### src/rtl/gpu_pkg.sv
// ---------------------------------------------------------------------------
// gpu_pkg
// Shared types and constants for the sprite pipeline stages.
//   - FRAC_W_DEFAULT : default number of fractional bits in scale steps
//   - span_state_e   : control states of the span generator
//   - scale_mode_e   : coarse classification of a scale step
//   - colour_table_e : colour lookup table selection used by later stages
//   - scale_mode_of  : helper that classifies a step value at the default
//                      fractional width
// ---------------------------------------------------------------------------
package gpu_pkg;

    localparam int FRAC_W_DEFAULT = 8;

    typedef enum logic [1:0] {
        SPAN_IDLE   = 2'd0,
        SPAN_RUN    = 2'd1,
        SPAN_FINISH = 2'd2
    } span_state_e;

    typedef enum logic [1:0] {
        SCALE_1X   = 2'd0,
        SCALE_UP   = 2'd1,
        SCALE_DOWN = 2'd2
    } scale_mode_e;

    typedef enum logic [1:0] {
        CTAB_DIRECT = 2'd0,
        CTAB_PAL4   = 2'd1,
        CTAB_PAL8   = 2'd2
    } colour_table_e;

    // A step of exactly one integer unit copies 1:1; smaller steps revisit
    // source pixels (upscale), larger steps skip them (downscale).
    function automatic scale_mode_e scale_mode_of(input logic [31:0] step);
        scale_mode_e mode;
        if (step == (32'd1 << FRAC_W_DEFAULT)) begin
            mode = SCALE_1X;
        end else if (step < (32'd1 << FRAC_W_DEFAULT)) begin
            mode = SCALE_UP;
        end else begin
            mode = SCALE_DOWN;
        end
        return mode;
    endfunction

endpackage

### src/rtl/gpu_fixed_stepper.sv
// ---------------------------------------------------------------------------
// gpu_fixed_stepper
// One unsigned fixed-point accumulator used to walk a source axis.
// Ports:
//   clk, rst     : clock, asynchronous active-low reset
//   load_i       : capture start_i as both accumulator and base, and step_i
//   start_i      : integer start coordinate (fraction starts at zero)
//   step_i       : fixed-point step with FRAC_W fractional bits
//   advance_i    : add the captured step to the accumulator
//   rewind_i     : return the accumulator to the captured base
//   int_o        : integer part of the accumulator
// The accumulator wraps modulo 2^(SS_W+FRAC_W).
// ---------------------------------------------------------------------------
module gpu_fixed_stepper #(
    parameter int SS_W   = 32,
    parameter int FRAC_W = 8
) (
    input  logic            clk,
    input  logic            rst,
    input  logic            load_i,
    input  logic [SS_W-1:0] start_i,
    input  logic [SS_W-1:0] step_i,
    input  logic            advance_i,
    input  logic            rewind_i,
    output logic [SS_W-1:0] int_o
);

    localparam int ACC_W = SS_W + FRAC_W;

    logic [ACC_W-1:0] acc_q;
    logic [ACC_W-1:0] base_q;
    logic [ACC_W-1:0] step_q;

    // Accumulator register. Load takes priority so a new command always
    // starts cleanly; rewind and advance are mutually exclusive in practice
    // but rewind wins if both are ever raised together.
    always_ff @(posedge clk or negedge rst) begin
        if (!rst) begin
            acc_q  <= '0;
            base_q <= '0;
            step_q <= '0;
        end else if (load_i) begin
            acc_q  <= {start_i, {FRAC_W{1'b0}}};
            base_q <= {start_i, {FRAC_W{1'b0}}};
            step_q <= ACC_W'(step_i);
        end else if (rewind_i) begin
            acc_q <= base_q;
        end else if (advance_i) begin
            acc_q <= acc_q + step_q;
        end
    end

    assign int_o = acc_q[ACC_W-1:FRAC_W];

endmodule

### src/rtl/gpu_span_generator.sv
// ---------------------------------------------------------------------------
// gpu_span_generator
// Walks a destination rectangle in raster order and emits one
// (sprite-sheet x/y, screen x/y) pair per pixel, with fixed-point scaling,
// mirroring and an inclusive clip window.
// Ports:
//   clk, rst                 : clock, asynchronous active-low reset
//   re_*                     : command channel (valid/ready)
//   clip_x0/y0/x1/y1         : inclusive clip window, captured on accept
//   se_*                     : pixel channel (valid/ready), registered
//   busy                     : a command is being processed
//   done                     : one-cycle pulse when a command completes
// ---------------------------------------------------------------------------
module gpu_span_generator
    import gpu_pkg::*;
#(
    parameter int COORD_W = 16,
    parameter int SS_W    = 32,
    parameter int FRAC_W  = FRAC_W_DEFAULT
) (
    input  logic               clk,
    input  logic               rst,
    input  logic               re_valid,
    output logic               re_ready,
    input  logic [COORD_W-1:0] re_dst_x,
    input  logic [COORD_W-1:0] re_dst_y,
    input  logic [COORD_W-1:0] re_width,
    input  logic [COORD_W-1:0] re_height,
    input  logic [SS_W-1:0]    re_src_x,
    input  logic [SS_W-1:0]    re_src_y,
    input  logic [SS_W-1:0]    re_step_x,
    input  logic [SS_W-1:0]    re_step_y,
    input  logic               re_mirror_x,
    input  logic               re_mirror_y,
    input  logic [COORD_W-1:0] clip_x0,
    input  logic [COORD_W-1:0] clip_y0,
    input  logic [COORD_W-1:0] clip_x1,
    input  logic [COORD_W-1:0] clip_y1,
    output logic [SS_W-1:0]    se_sprite_sheet_x,
    output logic [SS_W-1:0]    se_sprite_sheet_y,
    output logic [COORD_W-1:0] se_screen_x,
    output logic [COORD_W-1:0] se_screen_y,
    output logic               se_valid,
    input  logic               se_ready,
    output logic               busy,
    output logic               done
);

    span_state_e state_q;

    logic reReady_q;
    logic busy_q;
    logic done_q;
    logic seValid_q;

    logic [COORD_W-1:0] dstX_q;
    logic [COORD_W-1:0] dstY_q;
    logic [COORD_W-1:0] width_q;
    logic [COORD_W-1:0] height_q;
    logic               mirrorX_q;
    logic               mirrorY_q;
    logic [COORD_W-1:0] clipX0_q;
    logic [COORD_W-1:0] clipY0_q;
    logic [COORD_W-1:0] clipX1_q;
    logic [COORD_W-1:0] clipY1_q;
    logic [COORD_W-1:0] i_q;
    logic [COORD_W-1:0] j_q;

    logic [SS_W-1:0]    seSsX_q;
    logic [SS_W-1:0]    seSsY_q;
    logic [COORD_W-1:0] seScrX_q;
    logic [COORD_W-1:0] seScrY_q;

    logic               accept;
    logic               outFree;
    logic               evalEn;
    logic               lastCol;
    logic               lastRow;
    logic               inClip_d;
    logic [COORD_W-1:0] offX_d;
    logic [COORD_W-1:0] offY_d;
    logic [COORD_W-1:0] scrX_d;
    logic [COORD_W-1:0] scrY_d;
    logic               xRewind;
    logic               xAdvance;
    logic               yAdvance;

    logic [SS_W-1:0] ssX;
    logic [SS_W-1:0] ssY;

    // Handshake qualifiers and the screen position of the pixel currently
    // being evaluated. The output register counts as free when it is empty
    // or being drained this cycle, which is what gives one pixel per clock.
    // Mirroring walks the offset from the far edge; all screen arithmetic
    // wraps at COORD_W bits and the clip compare runs on the wrapped values.
    always_comb begin
        accept   = (state_q == SPAN_IDLE) && reReady_q && re_valid;
        outFree  = !seValid_q || se_ready;
        evalEn   = (state_q == SPAN_RUN) && outFree;
        lastCol  = (i_q == width_q - COORD_W'(1));
        lastRow  = (j_q == height_q - COORD_W'(1));
        offX_d   = mirrorX_q ? (width_q - COORD_W'(1) - i_q) : i_q;
        offY_d   = mirrorY_q ? (height_q - COORD_W'(1) - j_q) : j_q;
        scrX_d   = dstX_q + offX_d;
        scrY_d   = dstY_q + offY_d;
        inClip_d = (scrX_d >= clipX0_q) && (scrX_d <= clipX1_q) &&
                   (scrY_d >= clipY0_q) && (scrY_d <= clipY1_q);
        xRewind  = evalEn && lastCol;
        xAdvance = evalEn && !lastCol;
        yAdvance = evalEn && lastCol;
    end

    gpu_fixed_stepper #(
        .SS_W   (SS_W),
        .FRAC_W (FRAC_W)
    ) u_stepper_x (
        .clk       (clk),
        .rst       (rst),
        .load_i    (accept),
        .start_i   (re_src_x),
        .step_i    (re_step_x),
        .advance_i (xAdvance),
        .rewind_i  (xRewind),
        .int_o     (ssX)
    );

    // The row accumulator never rewinds within a command.
    gpu_fixed_stepper #(
        .SS_W   (SS_W),
        .FRAC_W (FRAC_W)
    ) u_stepper_y (
        .clk       (clk),
        .rst       (rst),
        .load_i    (accept),
        .start_i   (re_src_y),
        .step_i    (re_step_y),
        .advance_i (yAdvance),
        .rewind_i  (1'b0),
        .int_o     (ssY)
    );

    // Control FSM with registered outputs. IDLE raises re_ready one clock
    // after reset and takes a command; RUN evaluates one (i,j) per free
    // cycle, loading the output register for in-clip pixels and letting
    // se_valid fall for clipped ones; FINISH waits for the last pixel to
    // drain before pulsing done. Empty rectangles go straight to FINISH.
    always_ff @(posedge clk or negedge rst) begin
        if (!rst) begin
            state_q   <= SPAN_IDLE;
            reReady_q <= 1'b0;
            busy_q    <= 1'b0;
            done_q    <= 1'b0;
            seValid_q <= 1'b0;
            seSsX_q   <= '0;
            seSsY_q   <= '0;
            seScrX_q  <= '0;
            seScrY_q  <= '0;
            dstX_q    <= '0;
            dstY_q    <= '0;
            width_q   <= '0;
            height_q  <= '0;
            mirrorX_q <= 1'b0;
            mirrorY_q <= 1'b0;
            clipX0_q  <= '0;
            clipY0_q  <= '0;
            clipX1_q  <= '0;
            clipY1_q  <= '0;
            i_q       <= '0;
            j_q       <= '0;
        end else begin
            done_q <= 1'b0;
            case (state_q)
                SPAN_IDLE: begin
                    reReady_q <= 1'b1;
                    if (accept) begin
                        dstX_q    <= re_dst_x;
                        dstY_q    <= re_dst_y;
                        width_q   <= re_width;
                        height_q  <= re_height;
                        mirrorX_q <= re_mirror_x;
                        mirrorY_q <= re_mirror_y;
                        clipX0_q  <= clip_x0;
                        clipY0_q  <= clip_y0;
                        clipX1_q  <= clip_x1;
                        clipY1_q  <= clip_y1;
                        i_q       <= '0;
                        j_q       <= '0;
                        busy_q    <= 1'b1;
                        reReady_q <= 1'b0;
                        if ((re_width == '0) || (re_height == '0)) begin
                            state_q <= SPAN_FINISH;
                        end else begin
                            state_q <= SPAN_RUN;
                        end
                    end
                end
                SPAN_RUN: begin
                    if (evalEn) begin
                        if (inClip_d) begin
                            seValid_q <= 1'b1;
                            seSsX_q   <= ssX;
                            seSsY_q   <= ssY;
                            seScrX_q  <= scrX_d;
                            seScrY_q  <= scrY_d;
                        end else begin
                            seValid_q <= 1'b0;
                        end
                        if (lastCol) begin
                            i_q <= '0;
                            if (lastRow) begin
                                state_q <= SPAN_FINISH;
                            end else begin
                                j_q <= j_q + COORD_W'(1);
                            end
                        end else begin
                            i_q <= i_q + COORD_W'(1);
                        end
                    end
                end
                SPAN_FINISH: begin
                    if (outFree) begin
                        done_q    <= 1'b1;
                        busy_q    <= 1'b0;
                        seValid_q <= 1'b0;
                        reReady_q <= 1'b1;
                        state_q   <= SPAN_IDLE;
                    end
                end
                default: begin
                    state_q <= SPAN_IDLE;
                end
            endcase
        end
    end

    assign re_ready          = reReady_q;
    assign busy              = busy_q;
    assign done              = done_q;
    assign se_valid          = seValid_q;
    assign se_sprite_sheet_x = seSsX_q;
    assign se_sprite_sheet_y = seSsY_q;
    assign se_screen_x       = seScrX_q;
    assign se_screen_y       = seScrY_q;

endmodule

### config.mk
export PLATFORM = sky130hd
export DESIGN_NAME = gpu_span_generator
export DESIGN_NICKNAME = d
export VERILOG_FILES = /design/src/rtl/gpu_pkg.sv /design/src/rtl/gpu_fixed_stepper.sv /design/src/rtl/gpu_span_generator.sv
export SDC_FILE = /design/constraint.sdc
export NUM_CORES = 1
export LEC_CHECK = 0
export CORE_MARGIN = 1.5
export CORE_UTILIZATION = 40
export DETAILED_ROUTE_END_ITERATION = 16
export DONT_BUFFER_PORTS = 1
export GPL_TIMING_DRIVEN = 0
export PLACE_DENSITY = 0.61
export REMOVE_ABC_BUFFERS = 1
export SKIP_CTS_REPAIR_TIMING = 1
export SYNTH_ARGS = -nofsm -noshare
export SYNTH_HDL_FRONTEND = slang
export SYNTH_SLANG_ARGS = --single-unit
### constraint.sdc
create_clock -name clk -period 9.3 [get_ports clk]
set_clock_uncertainty 0.2 [all_clocks]
set_input_delay 1.395 -clock clk [delete_from_list [all_inputs] [get_ports clk]]
set_output_delay 1.395 -clock clk [all_outputs]
set_load 0.005 [all_outputs]
==> results.yml <==
cts:
  cts_tree: "yes"
  clock_latency_ps: 600
  cts-htree-levels: 2
  cts.sinks: 440
  clockRootBuffer: "clkbuf_16"
  cts_buffers: 52
  path_clk_slew_ps: 60
  clk_path_buf_depth: 3
grt:
  grt.total_usage_pct: 20.9
  grt_pass1_vias: 21316
  antenna_found_initial: 4
  grt_overflow: 0
  grt_pass1_wl_mm: 113
  grt_max_degree: 441
power:
  leakagePower_nw: 13.6
  power_density_mw_per_mm2: 489
  total_power_mw: 14.1
  peakVddDrop_v: 0.000179
critical_path:
  worst_path_max_delay_cell: "nor4_4"
  cp_max_fo: 14
  worstPathRequired_ps: 9570
  cpPeakStageDelay_ps: 590
  crit_type: "reg2reg"
  endpoint_kind: "register"
  crit_arrival_ps: 8400
  start_kind: "register"
drt:
  wire_per_inst_um: 18.8
  drc: 0
  ant_nets: 0
  vias_per_cell: 5.50
  wl_mm: 70.9
  dr.pass1.iters: 5
  routed-via-count: 20680
  drt_iter0_drc: 1300
place:
  hpwl_mm: 51.1
  place_congestion: 0.875
  portBuffers: 0
status:
  run_status: "complete, but fails checks"
  violations: "slew limit"
sta:
  setup_viol: 0
  drv_slew: 122
  rsz0062_at_grt: "false"
  slew_headroom_pct: -17.5
  hold_viol: 0
  finalCritPeriodShare_pct: 87.4
  fmax_mhz: 123
  min_period_ps: 8130
  worst_slew_pin_slew_ps: 1760
synthesis:
  synthFlopType: "dfrtp_1"
  avgSynthCellArea_um2: 8.93
  synth_edf_count: 0
  yosysUniqueCellTypes: 90
  ys_seq_area_share_pct: 42.4
  netlist_instances: 2910
  netlist_area_mm2: 0.0260
  async_flop_share_pct: 100
  yosysWarnings: 0
  synth.ff_latch_count: 440
floorplanning:
  dieArea_mm2: 0.0665
  num_io_pins: 362
  coreArea_mm2: 0.0643
  fp-row-count: 93
  die_width_um: 258
  dieHeight_um: 258
  start_util_pct: 40.4
finish:
  drive_gt1_share_pct: 7.44
  mostFrequentLayoutCell: "nand2_1"
  post-route-util_pct: 44.7
  final_cell_mix: "691 x nand2_1, 440 x dfrtp_1, 193 x ha_1"
  syn_to_final_growth_pct: 10.6
  nNetsFinal: 3323
min_path:
  hp-class: "reg2reg"
flow_run:
  max-cap-violations: 0
worst paths after layout:
kind | startpoint | to | slack, ps | depth (start not counted)
min in group asynchronous | rst | u_stepper_y.acc_q[20] | 300 | 0
worst min-delay path | u_stepper_x.base_q[38] | u_stepper_x.base_q[38] | 270 | 2
worst max register to register | width_q[0] | se_sprite_sheet_x[11] | 1170 | 33
worst max-delay path | width_q[0] | se_sprite_sheet_x[11] | 1170 | 33
worst min register to register | u_stepper_x.base_q[38] | u_stepper_x.base_q[38] | 270 | 2
max in group asynchronous | rst | dstX_q[9] | 7190 | 0
sequential cells by signal, summed over array words and instances, names as in the netlist, 32 cells and up:
name and cells:
u_stepper_y.step_q 32, se_sprite_sheet_x 32, se_sprite_sheet_y 32, u_stepper_x.base_q 32, u_stepper_x.acc_q 40, u_stepper_y.acc_q 40, u_stepper_x.step_q 32
power breakdown:
part / internal, mW / switching, mW / total (mW)
Combinational: 3.61 / 4.85 / 8.46
Clock: 1.29 / 0.857 / 2.15
Sequential: 2.77 / 0.678 / 3.45
cell usage after synthesis (8+ instances only):
| cell type | count | area (um^2) |
|---|---|---|
| nand2_1 | 692 | 2600 |
| dfrtp_1 | 440 | 11000 |
| ha_1 | 193 | 2410 |
| o21ai_0 | 185 | 926 |
| a21oi_1 | 176 | 881 |
| nor2_1 | 161 | 604 |
| inv_1 | 135 | 507 |
| xnor2_1 | 103 | 902 |
| a21o_1 | 78 | 586 |
| clkbuf_1 | 77 | 289 |
| mux2_2 | 68 | 766 |
| xor2_1 | 60 | 526 |
| nand3_1 | 45 | 225 |
| nor3_1 | 40 | 200 |
| nand4_1 | 35 | 219 |
| mux2_1 | 29 | 327 |
| o22ai_1 | 28 | 175 |
| o21a_1 | 25 | 188 |
| and3_1 | 21 | 131 |
| nor2b_1 | 21 | 131 |
| nor4_1 | 21 | 131 |
| o211ai_1 | 20 | 150 |
| a31oi_1 | 19 | 119 |
| buf_1 | 17 | 63.8 |
| buf_2 | 17 | 85.1 |
| a211oi_1 | 15 | 113 |
| nand2b_1 | 15 | 93.8 |
| o21bai_1 | 13 | 97.6 |
| mux2i_1 | 8 | 80.1 |
| or3_1 | 8 | 50.1 |
layout make-up:
type	count	area, um^2
Clock buffer	73	1500
Clock inverter	23	292
Tap cell	855	1070
Fill cell	6149	35600
Sequential cell	440	11000
Antenna cell	2	5.00
Inverter	135	507
Multi-Input combinational cell	2215	14000
Timing Repair Buffer	18	377
metrics by stage:
stage               setup slack [ps]  setup TNS [ps]  cells  cell area [um^2]  hold slack, ps
floorplan                        445               0   2790             25500             238
CTS                             1030               0   3759             28700             265
global placement               -5250        -1117880   3645             26500             249
global route                     560               0   3759             28700             256
detailed placement              1090               0   3663             26900             256
finish                          1170               0   3761             28700             270
metal layers:
metal | part of all wire (%) | wire, um | up-vias | GRT usage [%]
met5 | 0.054 | 38 | - | 0
met4 | 2.5 | 1740 | 6 | 5.88
met3 | 6.0 | 4280 | 119 | 5.14
met2 | 48 | 34200 | 464 | 36.1
met1 | 43 | 30600 | 10149 | 25.9
li1 | - | - | 9942 | -
worst max-delay path: cells and delay by family (launching register included):
family | cells | cell delay (ps)
multiplexers | 1 | 340
AO/OA/AOI/OAI | 15 | 3120
XOR/XNOR | 3 | 620
buffers and inverters | 4 | 730
adder cells (fa/ha/maj) | 4 | 1230
flip-flops | 1 | 390
AND/OR/NAND/NOR | 6 | 1340
cells by family (layout without fill, tap and decap cells):
kind of cell,after synthesis,count (layout),share of synthesized area (%)
other,0,2,0
AOI/OAI and AO/OA,640,640,15.3
xor gates and xnor gates,164,164,5.56
muxes,105,105,4.51
buffers and inverters,255,249,3.94
adders and majority gates,199,199,9.75
and+or+nand+nor,1107,1107,18.6
DFF,440,440,42.4
Power figures use the tool's default switching activity.
